===== src/rtl/wb_writer.sv =====
// Register-file write-back driver: merges an unstallable ALU pipe with a FIFO-buffered
// external unit onto one registered write port. Optional macro WB_BYPASS_EN lets ext writes skip an empty FIFO.
module wb_writer #(
  parameter int DATA_W       = 32,
  parameter int ADDR_W       = 4,
  parameter int FIFO_DEPTH   = 4,
  parameter int STARVE_LIMIT = 8
) (
  input  logic              clk,
  input  logic              rst,
  input  logic              alu_valid,
  input  logic [ADDR_W-1:0] alu_dest,
  input  logic [DATA_W-1:0] alu_data,
  input  logic              ext_valid,
  output logic              ext_ready,
  input  logic [ADDR_W-1:0] ext_dest,
  input  logic [DATA_W-1:0] ext_data,
  output logic              wb_en,
  output logic [ADDR_W-1:0] wb_dest,
  output logic [DATA_W-1:0] wb_data,
  output logic              alu_stall,
  output logic [15:0]       pending_mask,
  output logic              pc_write_err
);

  localparam int PTR_W = $clog2(FIFO_DEPTH);
  localparam int CNT_W = PTR_W + 1;
  localparam int STV_W = $clog2(STARVE_LIMIT + 1);
  localparam logic [ADDR_W-1:0] PC_REG = ADDR_W'(15);

  logic [ADDR_W-1:0]     fifo_dest [FIFO_DEPTH];
  logic [DATA_W-1:0]     fifo_data [FIFO_DEPTH];
  logic [FIFO_DEPTH-1:0] fifo_vld;
  logic [PTR_W-1:0]      wr_ptr, rd_ptr;
  logic [CNT_W-1:0]      count;
  logic [STV_W-1:0]      starve_cnt;

  logic ext_fire, ext_is_pc, alu_is_pc, alu_sel, fifo_empty, pop, push, bypass;

  // Handshake: a transfer happens on a rising edge where ext_valid && ext_ready;
  // ext_ready depends only on the registered count, never on a same-cycle pop.
  assign ext_ready  = !rst && (count < CNT_W'(FIFO_DEPTH));
  assign ext_fire   = ext_valid && ext_ready;
  assign ext_is_pc  = (ext_dest == PC_REG);
  assign alu_is_pc  = (alu_dest == PC_REG);
  assign alu_sel    = alu_valid && !alu_is_pc;
  assign fifo_empty = (count == '0);
  assign pop        = !alu_sel && !fifo_empty;
`ifdef WB_BYPASS_EN
  assign bypass     = ext_fire && !ext_is_pc && fifo_empty && !alu_sel;
`else
  assign bypass     = 1'b0;
`endif
  assign push       = ext_fire && !ext_is_pc && !bypass;

  always_ff @(posedge clk) begin
    if (push) begin
      fifo_dest[wr_ptr] <= ext_dest;
      fifo_data[wr_ptr] <= ext_data;
    end
  end

  always_ff @(posedge clk or posedge rst) begin
    if (rst) begin
      wr_ptr   <= '0;
      rd_ptr   <= '0;
      count    <= '0;
      fifo_vld <= '0;
    end else begin
      if (pop) begin
        rd_ptr           <= rd_ptr + PTR_W'(1);
        fifo_vld[rd_ptr] <= 1'b0;
      end
      if (push) begin
        wr_ptr           <= wr_ptr + PTR_W'(1);
        fifo_vld[wr_ptr] <= 1'b1;
      end
      case ({push, pop})
        2'b10:   count <= count + CNT_W'(1);
        2'b01:   count <= count - CNT_W'(1);
        default: count <= count;
      endcase
    end
  end

  // ALU always wins the port; the FIFO head only drains on cycles the ALU leaves free.
  always_ff @(posedge clk or posedge rst) begin
    if (rst) begin
      wb_en   <= 1'b0;
      wb_dest <= '0;
      wb_data <= '0;
    end else if (alu_sel) begin
      wb_en   <= 1'b1;
      wb_dest <= alu_dest;
      wb_data <= alu_data;
    end else if (pop) begin
      wb_en   <= 1'b1;
      wb_dest <= fifo_dest[rd_ptr];
      wb_data <= fifo_data[rd_ptr];
    end else if (bypass) begin
      wb_en   <= 1'b1;
      wb_dest <= ext_dest;
      wb_data <= ext_data;
    end else begin
      wb_en   <= 1'b0;
    end
  end

  // A non-empty FIFO without a pop means the ALU took the port this edge.
  always_ff @(posedge clk or posedge rst) begin
    if (rst) begin
      starve_cnt   <= '0;
      alu_stall    <= 1'b0;
      pc_write_err <= 1'b0;
    end else begin
      if (fifo_empty || pop)
        starve_cnt <= '0;
      else if (starve_cnt != STV_W'(STARVE_LIMIT))
        starve_cnt <= starve_cnt + STV_W'(1);
      alu_stall    <= (starve_cnt == STV_W'(STARVE_LIMIT));
      pc_write_err <= pc_write_err || (alu_valid && alu_is_pc) || (ext_fire && ext_is_pc);
    end
  end

  always_comb begin
    pending_mask = '0;
    for (int i = 0; i < FIFO_DEPTH; i++)
      if (fifo_vld[i]) pending_mask = pending_mask | (16'(1) << fifo_dest[i]);
    if (wb_en) pending_mask = pending_mask | (16'(1) << wb_dest);
    pending_mask[15] = 1'b0;
  end

endmodule


===== config.mk =====
export PLATFORM = sky130hd
export DESIGN_NAME = wb_writer
export DESIGN_NICKNAME = d
export VERILOG_FILES = /design/src/rtl/wb_writer.sv
export SDC_FILE = /design/constraint.sdc
export NUM_CORES = 1
export LEC_CHECK = 0
export BUFFER_PORTS_ARGS = -buffer_cell sky130_fd_sc_hd__buf_2
export CORE_UTILIZATION = 45
export DETAILED_ROUTE_END_ITERATION = 10
export PLACE_DENSITY = 0.79
export SLEW_MARGIN = 25
export SYNTH_ARGS = -nofsm -noshare
export SYNTH_HDL_FRONTEND = slang
export SYNTH_SLANG_ARGS = --single-unit

===== constraint.sdc =====
create_clock -name clk -period 2.15 [get_ports clk]
set_clock_uncertainty 0.05 [all_clocks]
set_input_delay 0.43 -clock clk [delete_from_list [all_inputs] [get_ports clk]]
set_output_delay 0.43 -clock clk [all_outputs]
set_load 0.005 [all_outputs]

==> key figures, run 1 <==
CTS
  • Clock tree from TritonCTS: done
  • Number of clock sinks: around 200
  • Clk_lat worst skew: about 0.43 ns
  • Clock root buffer: clkbuf_16
  • # H-tree levels: 4
  • Deepest clock path buffer count: 2
  • TritonCTS Buffers: 17
  • Reg clk slew, reported paths: approximately 0.070 ns

Floorplan
  • Initial core utilization: 0.461
  • Die H: roughly 140 µm
  • Die W: ~140 µm
  • Io pins: between 100 and 150
  • Die area: 19800 µm²
  • FP Rows: 50
  • Core Region: ~19000 µm²

Min path
  • Worst Hold Path EP: fifo_data[3][9]
  • Worst Hold Class: primary input to register
  • Worst hold start: ext_data[9]
  • Hold Path Depth: 1

Timing
  • Slew @ Worst Pin: just over 0.5 ns
  • Setup-failing EPs final: 15
  • RSZ-0062 raised after global routing: yes
  • TNS Setup: -1.95 ns
  • Final count of pins violating max slew: 0
  • Worst relative slew slack: 0.661
  • F_max: 422 MHz
  • Tmin final: between 2 and 2.5 ns
  • Hold Fails Final Rpt: 0
  • Final setup margin: -0.219 ns
  • Final period util: 1.10

Final layout
  • Final #Nets: between 800 and 900
  • Area growth syn-to-layout: 22.6%
  • Most frequent cells in the layout: 144 x edfxtp_1, 128 x buf_2, 49 x dfrtp_1
  • Commonest non-fill, non-tap cell in the layout: edfxtp_1
  • Share of layout cells above drive strength 1: 0.390
  • Non-Filler Instances: between 900 and 1000
  • Fin area: between 10000 and 15000 µm²

Worst setup path
  • CP endpoint kind: primary output
  • Slowest cell on crit path: or4_4
  • Worst R2R End: count[2]
  • CP bufs+invs: 2
  • WP data arrival: ~1.9 ns
  • CP peak stage delay: roughly 0.50 ns
  • Critical path's top delay family: simple AND/OR/NAND/NOR gates
  • R2R Setup Slk: approximately 0.20 ns
  • Setup CP Type: register to primary output
  • CP most frequent cell: buf_6
  • Max FO, Critical Path: 4
  • Cell breakdown of the critical path: buf_6 -> nand3b_1 -> nor2_1 -> or4_4 -> buf_6
  • Worst r2r src: count[2]
  • R2R cell count: 8
  • CP Launch Type: register
  • Crit. Startpoint: fifo_vld[0]
  • Critical Path RT: 1.67 ns

Pwr
  • Leakage: 4.17 nW
  • Worst vdd ir: between 0.6 and 0.7 mV
  • PD cells: 1120 nW/µm²
  • Total power: ~12 mW

Drt
  • Via Count: 5650
  • Via/cell ratio: between 5 and 6
  • ANT nets after route: 0
  • Wirelength per Cell: between 20 and 25 µm
  • Pre-Repair DR Iteration Count: 5
  • DRC Markers: 0
  • First-iteration detailed-routing DRC count: between 400 and 500
  • Final WL: 20400 µm

Synth
  • Mapped Area: 8640 µm²
  • Post-synthesis sequential area ratio: 0.657
  • Syn avg cell area: approximately 15 µm²
  • Ys async rst share: 0.273
  • Main flop type after synthesis: edfxtp_1
  • Syn Inst Count: about 560
  • YS warnings: 0
  • Syn Nets: ~650
  • #FFs+latches synth: a little under 200
  • Unique masters post-synth: 49
  • Post-synth EDFFs: ~140

Placement
  • Pre-CTS setup slack: -0.0192 ns
  • Placed cells: 918
  • Placed Area: approximately 9700 µm²
  • Dpl hpwl: between 10000 and 15000 µm
  • GPL Wtd Cong: between 0.9 and 1
  • I/O Buffers: 130

GRT
  • Pin count of the biggest net entering global routing: 42
  • GR Util All Layers: 0.215
  • First-pass GRT wire length: about 32000 µm
  • Antenna violations before repair: 3
  • Gr ovfl total: 0
  • Number of global-route vias before repair: 5717

Run status
  • Violated checks: negative setup slack
  • Status: complete, but fails checks

Run
  • Max Cap Viol: 0
## sequential cells by signal, summed over array words and instances (netlist names)
| register | flops |
|---|---|
| wb_en | 1 |
| fifo_vld | 4 |
| alu_stall | 1 |
| rd_ptr | 2 |
| wb_dest | 4 |
| count | 3 |
| pc_write_err | 1 |
| wb_data | 32 |
| fifo_dest | 16 |
| fifo_data | 128 |
| starve_cnt | 4 |
| wr_ptr | 2 |
## cells by family (layout without fill, tap and decap cells)
kind of cell | Yosys count | in the layout | share of synthesized area
AO/OA/AOI/OAI | 105 | 105 | 0.0961
XOR/XNOR | 8 | 8 | 0.00811
adder cells (fa/ha/maj) | 12 | 12 | 0.0182
buffers and inverters | 59 | 238 | 0.0342
flip-flops | 198 | 198 | 0.657
multiplexers | 44 | 44 | 0.104
other | 1 | 2 | 0.000434
AND/OR/NAND/NOR | 132 | 132 | 0.0826
## where the power goes
group / total, mW / leakage (nW) / switching [mW] / internal, mW
logic: 3.74 / 1.97 / 1.91 / 1.83
clock network: 2.99 / 0.272 / 1.46 / 1.53
registers: 5.08 / 1.93 / 0.390 / 4.69
## per-layer routing
| metal | vias to the layer above | global-route usage | wire (µm) |
|---|---|---|---|
| li1 | 2534 | - | - |
| met2 | 290 | 0.342 | 9590 |
| met5 | - | 0 | 30 |
| met1 | 2779 | 0.293 | 8800 |
| met3 | 43 | 0.0486 | 1530 |
| met4 | 4 | 0.0749 | 419 |
## cell usage after synthesis (4+ instances only)
cell type / instances / area share
buf_4: 6 / 0.0052
nand3b_1: 11 / 0.0096
nand2b_1: 12 / 0.0087
dfrtp_1: 54 / 0.16
a211oi_1: 4 / 0.0035
o22ai_1: 15 / 0.011
ha_1: 11 / 0.016
inv_1: 23 / 0.010
nor3_1: 7 / 0.0041
nand3_1: 8 / 0.0046
a22oi_1: 34 / 0.030
edfxtp_1: 144 / 0.50
o2bb2ai_1: 4 / 0.0041
o32ai_1: 5 / 0.0051
a2bb2oi_1: 38 / 0.039
mux4_2: 35 / 0.091
and2_1: 5 / 0.0036
clkbuf_1: 12 / 0.0052
buf_2: 11 / 0.0064
or3_1: 10 / 0.0072
nand2_1: 40 / 0.017
mux2i_1: 6 / 0.0069
buf_6: 5 / 0.0065
nor2_1: 17 / 0.0074
xnor2_1: 5 / 0.0051
## area by class of cell
| class | count | area, µm² |
|---|---|---|
| Tap cell | 234 | 293 |
| Inverter | 23 | 86.3 |
| Multi-Input combinational cell | 302 | 2810 |
| Antenna cell | 1 | 2.50 |
| Clock inverter | 15 | 138 |
| Fill cell | 1506 | 8170 |
| Clock buffer | 17 | 425 |
| Timing Repair Buffer | 183 | 1160 |
| Sequential cell | 198 | 5680 |
## through the flow
stage,hold slack [ns],utilization
2_1_floorplan,0.417,-
3_3_place_gp,0.425,0.517
3_5_place_dp,0.426,0.517
4_1_cts,0.144,0.560
5_1_grt,0.140,0.564
6_report,0.162,0.565
## what timing repair did
item	4_1_cts	5_1_grt
gates cloned	0	0
hold endpoints to repair	14	0
buffers inserted	17	5
pin swaps	15	15
resized for setup	23	11
hold buffers	1	0
setup endpoints to repair	15	16
## worst max path at each step
| stage | to | slack [ns] | cells after the start |
|---|---|---|---|
| final | pending_mask[2] | -0.22 | 5 |
| after global routing | pending_mask[2] | -0.25 | 4 |
| after CTS | pending_mask[2] | -0.21 | 4 |
| after detailed placement | count[2] | -0.02 | 10 |
| after global placement | count[2] | 0.01 | 10 |
| after floorplan | count[2] | 0.14 | 10 |
No activity file was read; power rests on OpenSTA's default activity.
==> run 2, diff against run 1 <==
--- a/config.mk
+++ b/config.mk
@@ -8,7 +8,9 @@
 export BUFFER_PORTS_ARGS = -buffer_cell sky130_fd_sc_hd__buf_2
 export CORE_UTILIZATION = 45
 export DETAILED_ROUTE_END_ITERATION = 10
+export HOLD_SLACK_MARGIN = 0.08
 export PLACE_DENSITY = 0.79
+export SKIP_CTS_REPAIR_TIMING = 1
 export SLEW_MARGIN = 25
 export SYNTH_ARGS = -nofsm -noshare
 export SYNTH_HDL_FRONTEND = slang
==> key figures, run 2 (synthesis results as in run 1) <==
Placement
  • Placed cells: 918 (unchanged)
  • Dpl hpwl: 13400 µm (unchanged)
  • Placed Area: 9700 µm² (unchanged)
  • I/O Buffers: 130 (unchanged)
  • GPL Wtd Cong: 0.970 (unchanged)
  • Pre-CTS setup slack: -0.0192 ns (unchanged)

GRT
  • Gr ovfl total: 0 (unchanged)
  • Pin count of the biggest net entering global routing: 42 (unchanged)
  • Number of global-route vias before repair: 5502 (was 5717)
  • GR Util All Layers: 0.210 (was 0.215)
  • Antenna violations before repair: 2 (was 3)
  • First-pass GRT wire length: 30900 µm (was 31800 µm)

Final layout
  • Regs by FF count: fifo_data x128, wb_data x32, fifo_dest x16 (unchanged)
  • Most flop-heavy register: fifo_data (unchanged)
  • Final #Nets: 811 (was 813)
  • Area growth syn-to-layout: 22.2% (was 22.6%)
  • Most frequent cells in the layout: 144 x edfxtp_1, 129 x buf_2, 47 x dfrtp_1 (was 144 x edfxtp_1, 128 x buf_2, 49 x dfrtp_1)
  • Fin area: 10600 µm² (about the same)
  • Area of the multi-input gates: 2800 µm² (was 2810 µm²)
  • # fillers: 1500 (was 1506)
  • Max reg flops: 128 (unchanged)
  • FF+latch area: 5680 µm² (about the same)
  • Share of layout cells above drive strength 1: 0.389 (was 0.390)
  • Commonest non-fill, non-tap cell in the layout: edfxtp_1 (unchanged)
  • Non-Filler Instances: 972 (was 973)

Drt
  • ANT nets after route: 0 (unchanged)
  • Via/cell ratio: 5.80 (was 5.81)
  • Via Count: 5636 (was 5650)
  • First-iteration detailed-routing DRC count: 382 (was 436)
  • Wirelength per Cell: 20.8 µm (was 20.9 µm)
  • Final WL: 20200 µm (was 20400 µm)
  • Pre-Repair DR Iteration Count: 5 (unchanged)
  • DRC Markers: 0 (unchanged)

Timing
  • Hold Fails Final Rpt: 0 (unchanged)
  • Final count of pins violating max slew: 0 (unchanged)
  • Final period util: 1.13 (was 1.10)
  • RSZ-0062 raised after global routing: yes (unchanged)
  • Setup-failing EPs final: 15 (unchanged)
  • Worst relative slew slack: 0.659 (was 0.661)
  • Tmin final: 2.43 ns (was 2.37 ns)
  • F_max: 412 MHz (was 422 MHz)
  • Final setup margin: -0.275 ns (was -0.219 ns)
  • Slew @ Worst Pin: 0.512 ns (was 0.509 ns)

Worst setup path
  • Setup CP Type: register to primary output (unchanged)
  • Max FO, Critical Path: 4 (unchanged)
  • CP endpoint kind: primary output (unchanged)
  • WP data arrival: 1.95 ns (was 1.89 ns)
  • Critical Path RT: 1.67 ns (about the same)
  • CP Launch Type: register (unchanged)

Pwr
  • Total power: 11.8 mW (about the same)
  • Worst vdd ir: 0.653 mV (was 0.656 mV)
  • PD cells: 1110 nW/µm² (was 1120 nW/µm²)
  • Leakage: 4.15 nW (was 4.17 nW)

CTS
  • Reg clk slew, reported paths: 0.07 ns (about the same)
  • Deepest clock path buffer count: 2 (unchanged)
  • Clk_lat worst skew: 0.43 ns (about the same)
  • Number of clock sinks: 198 (unchanged)
  • Clock root buffer: clkbuf_16 (unchanged)
  • # H-tree levels: 4 (unchanged)
  • TritonCTS Buffers: 17 (unchanged)
  • Clock tree from TritonCTS: done (unchanged)

Floorplan
  • Core Region: 18800 µm² (unchanged)
  • FP Rows: 50 (unchanged)
  • Die H: 141 µm (unchanged)
  • Io pins: 132 (unchanged)
  • Die W: 141 µm (unchanged)
  • Die area: 19800 µm² (unchanged)
  • Initial core utilization: 0.461 (unchanged)

Run status
  • Violated checks: negative setup slack (unchanged)
  • Status: complete, but fails checks (unchanged)

Min path
  • Worst Hold Class: primary input to register (unchanged)

Run
  • Max Cap Viol: 0 (unchanged)
## run 2: cell count changes in the layout (fill, tap and decap cells not counted), moves of 2 or more
cell,previous run,this run
buf_4,41,39
dfrtp_1,49,47
dfrtp_2,5,7
o22ai_1,14,12
o22ai_2,1,3
## run 2: path summary, 6_finish.rpt
check	startpoint	end	slack (ns)	cells past startpoint
max in group asynchronous	rst	wb_data[9]	0.98	4
worst min register to register	pc_write_err	pc_write_err	0.45	2
worst min-delay path	ext_data[7]	fifo_data[2][7]	0.17	1
worst max-delay path	fifo_vld[2]	pending_mask[2]	-0.28	4
worst max register to register	count[2]	count[2]	0.20	9
min in group asynchronous	rst	wb_data[0]	0.54	3
## run 2: layout make-up
cell class | instances | area share
antenna | 2 | 0.000474
tap | 234 | 0.0277
timing repair buffer | 181 | 0.108
multi-input combinational | 302 | 0.265
sequential | 198 | 0.538
inverter | 23 | 0.00817
clock buffer | 17 | 0.0403
clock inverter | 15 | 0.0130
## run 2: metrics by stage
step	TNS, ns	util	hold slack (ns)
after detailed placement	-0.0192	0.517	0.426
after global placement	0	0.517	0.425
after floorplan	0	-	0.417
final	-2.48	0.563	0.167
after global routing	-3.37	0.563	0.140
after CTS	-2.48	0.547	-0.0328
## run 2: critical path, cell delays in order (launching register included)
cell	delay, ns
dfrtp_1	0.42
nor3b_4	0.18
a32o_1	0.26
or4_4	0.52
buf_6	0.13
## run 2: layer usage
| layer | share of wire | track usage |
|---|---|---|
| met5 | 0.00059 | 0 |
| met3 | 0.079 | 0.0489 |
| met1 | 0.43 | 0.288 |
| met4 | 0.016 | 0.0635 |
| met2 | 0.48 | 0.335 |
## run 2: power by group
group	total, mW	switching (mW)	internal, mW
clock network	2.99	1.47	1.53
logic	3.65	1.86	1.79
registers	5.11	0.416	4.69
total	11.8	3.74	8.01
==> run 3, diff against run 2 <==
--- a/config.mk
+++ b/config.mk
@@ -8,8 +8,8 @@
 export BUFFER_PORTS_ARGS = -buffer_cell sky130_fd_sc_hd__buf_2
 export CORE_UTILIZATION = 45
 export DETAILED_ROUTE_END_ITERATION = 10
-export HOLD_SLACK_MARGIN = 0.08
-export PLACE_DENSITY = 0.79
+export HOLD_SLACK_MARGIN = 0.15
+export PLACE_DENSITY = 0.68
 export SKIP_CTS_REPAIR_TIMING = 1
 export SLEW_MARGIN = 25
 export SYNTH_ARGS = -nofsm -noshare
==> key figures, run 3 (synthesis results as in run 1) <==
GRT
  • Gr ovfl total: 0 (unchanged)
  • Antenna violations before repair: 1 (was 2)
  • GR Util All Layers: 0.221 (was 0.210)
  • Number of global-route vias before repair: 5657 (was 5502)
  • Pin count of the biggest net entering global routing: 42 (unchanged)
  • First-pass GRT wire length: 32400 µm (was 30900 µm)

Worst setup path
  • Worst r2r src: count[2] (unchanged)
  • R2R cell count: 9 (unchanged)
  • Worst R2R End: count[2] (unchanged)
  • CP Launch Type: register (unchanged)
  • Setup CP Type: register to primary output (unchanged)
  • Critical Path RT: 1.67 ns (about the same)
  • WP data arrival: 1.96 ns (was 1.95 ns)
  • CP endpoint kind: primary output (unchanged)
  • R2R Setup Slk: 0.18 ns (was 0.20 ns)
  • Max FO, Critical Path: 5 (was 4)

Placement
  • I/O Buffers: 130 (unchanged)
  • GPL Wtd Cong: 0.893 (was 0.970)
  • Placed cells: 918 (unchanged)
  • Dpl hpwl: 14000 µm (was 13400 µm)

Final layout
  • Area growth syn-to-layout: 23.7% (was 22.2%)
  • Most flop-heavy register: fifo_data (unchanged)
  • Most frequent cells in the layout: 144 x edfxtp_1, 130 x buf_2, 46 x dfrtp_1 (was 144 x edfxtp_1, 129 x buf_2, 47 x dfrtp_1)
  • Share of layout cells above drive strength 1: 0.387 (was 0.389)
  • Commonest non-fill, non-tap cell in the layout: edfxtp_1 (unchanged)
  • Final #Nets: 821 (was 811)
  • Max reg flops: 128 (unchanged)
  • # fillers: 1528 (was 1500)
  • Non-Filler Instances: 980 (was 972)
  • Regs by FF count: fifo_data x128, wb_data x32, fifo_dest x16 (unchanged)
  • Diode count: 0 (was 2)

Min path
  • Worst Hold Class: primary input to register (unchanged)
  • Worst hold start: ext_data[17] (was ext_data[7])
  • Worst Hold Path EP: fifo_data[3][17] (was fifo_data[2][7])
  • Hold Path Depth: 1 (unchanged)

Floorplan
  • Die W: 141 µm (unchanged)
  • Io pins: 132 (unchanged)
  • Core Region: 18800 µm² (unchanged)
  • Initial core utilization: 0.461 (unchanged)
  • Die H: 141 µm (unchanged)
  • Die area: 19800 µm² (unchanged)
  • FP Rows: 50 (unchanged)

Timing
  • Slew @ Worst Pin: 0.516 ns (was 0.512 ns)
  • Hold Fails Final Rpt: 0 (unchanged)
  • RSZ-0062 raised after global routing: yes (unchanged)
  • Final period util: 1.13 (about the same)
  • TNS Setup: -2.30 ns (was -2.48 ns)
  • F_max: 410 MHz (was 412 MHz)
  • Final count of pins violating max slew: 0 (unchanged)
  • Final setup margin: -0.288 ns (was -0.275 ns)
  • Tmin final: 2.44 ns (was 2.43 ns)
  • Hold Slack: 0.156 ns (was 0.167 ns)
  • Worst relative slew slack: 0.656 (was 0.659)
  • Setup-failing EPs final: 15 (unchanged)

CTS
  • # H-tree levels: 4 (unchanged)
  • Clock tree from TritonCTS: done (unchanged)
  • Reg clk slew, reported paths: 0.08 ns (was 0.07 ns)
  • Clk_lat worst skew: 0.43 ns (about the same)
  • Number of clock sinks: 198 (unchanged)
  • Clock root buffer: clkbuf_16 (unchanged)
  • TritonCTS Buffers: 17 (unchanged)
  • Deepest clock path buffer count: 2 (unchanged)

Run status
  • Status: complete, but fails checks (unchanged)
  • Violated checks: negative setup slack (unchanged)

Drt
  • Pre-Repair DR Iteration Count: 4 (was 5)
  • Wirelength per Cell: 21.4 µm (was 20.8 µm)
  • First-iteration detailed-routing DRC count: 462 (was 382)
  • DRC Markers: 0 (unchanged)
  • ANT nets after route: 0 (unchanged)
  • Via Count: 5685 (was 5636)
  • Via/cell ratio: 5.80 (about the same)
  • Final WL: 21000 µm (was 20200 µm)

Run
  • Max Cap Viol: 0 (unchanged)

Pwr
  • Worst vdd ir: 0.724 mV (was 0.653 mV)
  • Leakage: 4.22 nW (was 4.15 nW)
  • PD cells: 1130 nW/µm² (was 1110 nW/µm²)
## run 3: cell count changes in the layout (fill, tap and decap cells not counted), moves of 3 or more
| cell | before | now |
|---|---|---|
| buf_4 | 39 | 45 |
| buf_6 | 6 | 3 |
| dlygate4sd3_1 | 1 | 5 |
| inv_12 | 0 | 3 |
| inv_6 | 5 | 1 |
| inv_8 | 2 | 6 |
| nand2b_1 | 6 | 9 |
## run 3: layout make-up
type	instances	area, µm²	area share
clock buffer	17	425	0.0398
clock inverter	15	191	0.0179
sequential	198	5690	0.532
timing repair buffer	191	1230	0.115
tap	234	293	0.0274
inverter	23	86.3	0.00807
multi-input combinational	302	2780	0.260
## run 3: where the power goes
part / internal (mW) / switching [mW] / total [mW]
registers: 4.69 / 0.415 / 5.11
logic: 1.84 / 1.87 / 3.71
clock network: 1.61 / 1.61 / 3.22
## run 3: per-layer routing
layer | track usage | routed length, µm
met2 | 0.365 | 10400
met3 | 0.0397 | 1100
met4 | 0.0870 | 447
met5 | 0 | 17
met1 | 0.291 | 9040
## run 3: how the worst max path moves through the flow
stage	startpoint	to	slack (ns)	cells after the start
2_1_floorplan	ext_dest[2]	count[2]	0.14	10
3_3_place_gp	ext_dest[2]	count[2]	0.03	10
3_5_place_dp	ext_dest[3]	count[2]	-0.002	10
4_1_cts	wb_dest[1]	pending_mask[2]	-0.33	4
5_1_grt	fifo_vld[2]	pending_mask[2]	-0.32	4
6_report	fifo_vld[2]	pending_mask[2]	-0.29	4
## run 3: critical path: stages, from the launching register on
cell and delay [ns]:
dfrtp_2 0.44, nor3b_4 0.18, a32o_1 0.25, or4_1 0.50
buf_2 0.15
## run 3: stage by stage
step	instance area, µm²	util	power (mW)	setup slack (ns)
after floorplan	8650	-	7.47	0.145
after global placement	9730	0.518	8.65	0.0343
after detailed placement	9730	0.518	8.75	-0.00217
after CTS	10300	0.551	12.0	-0.333
after global routing	10700	0.570	12.7	-0.317
final	10700	0.570	12.0	-0.288
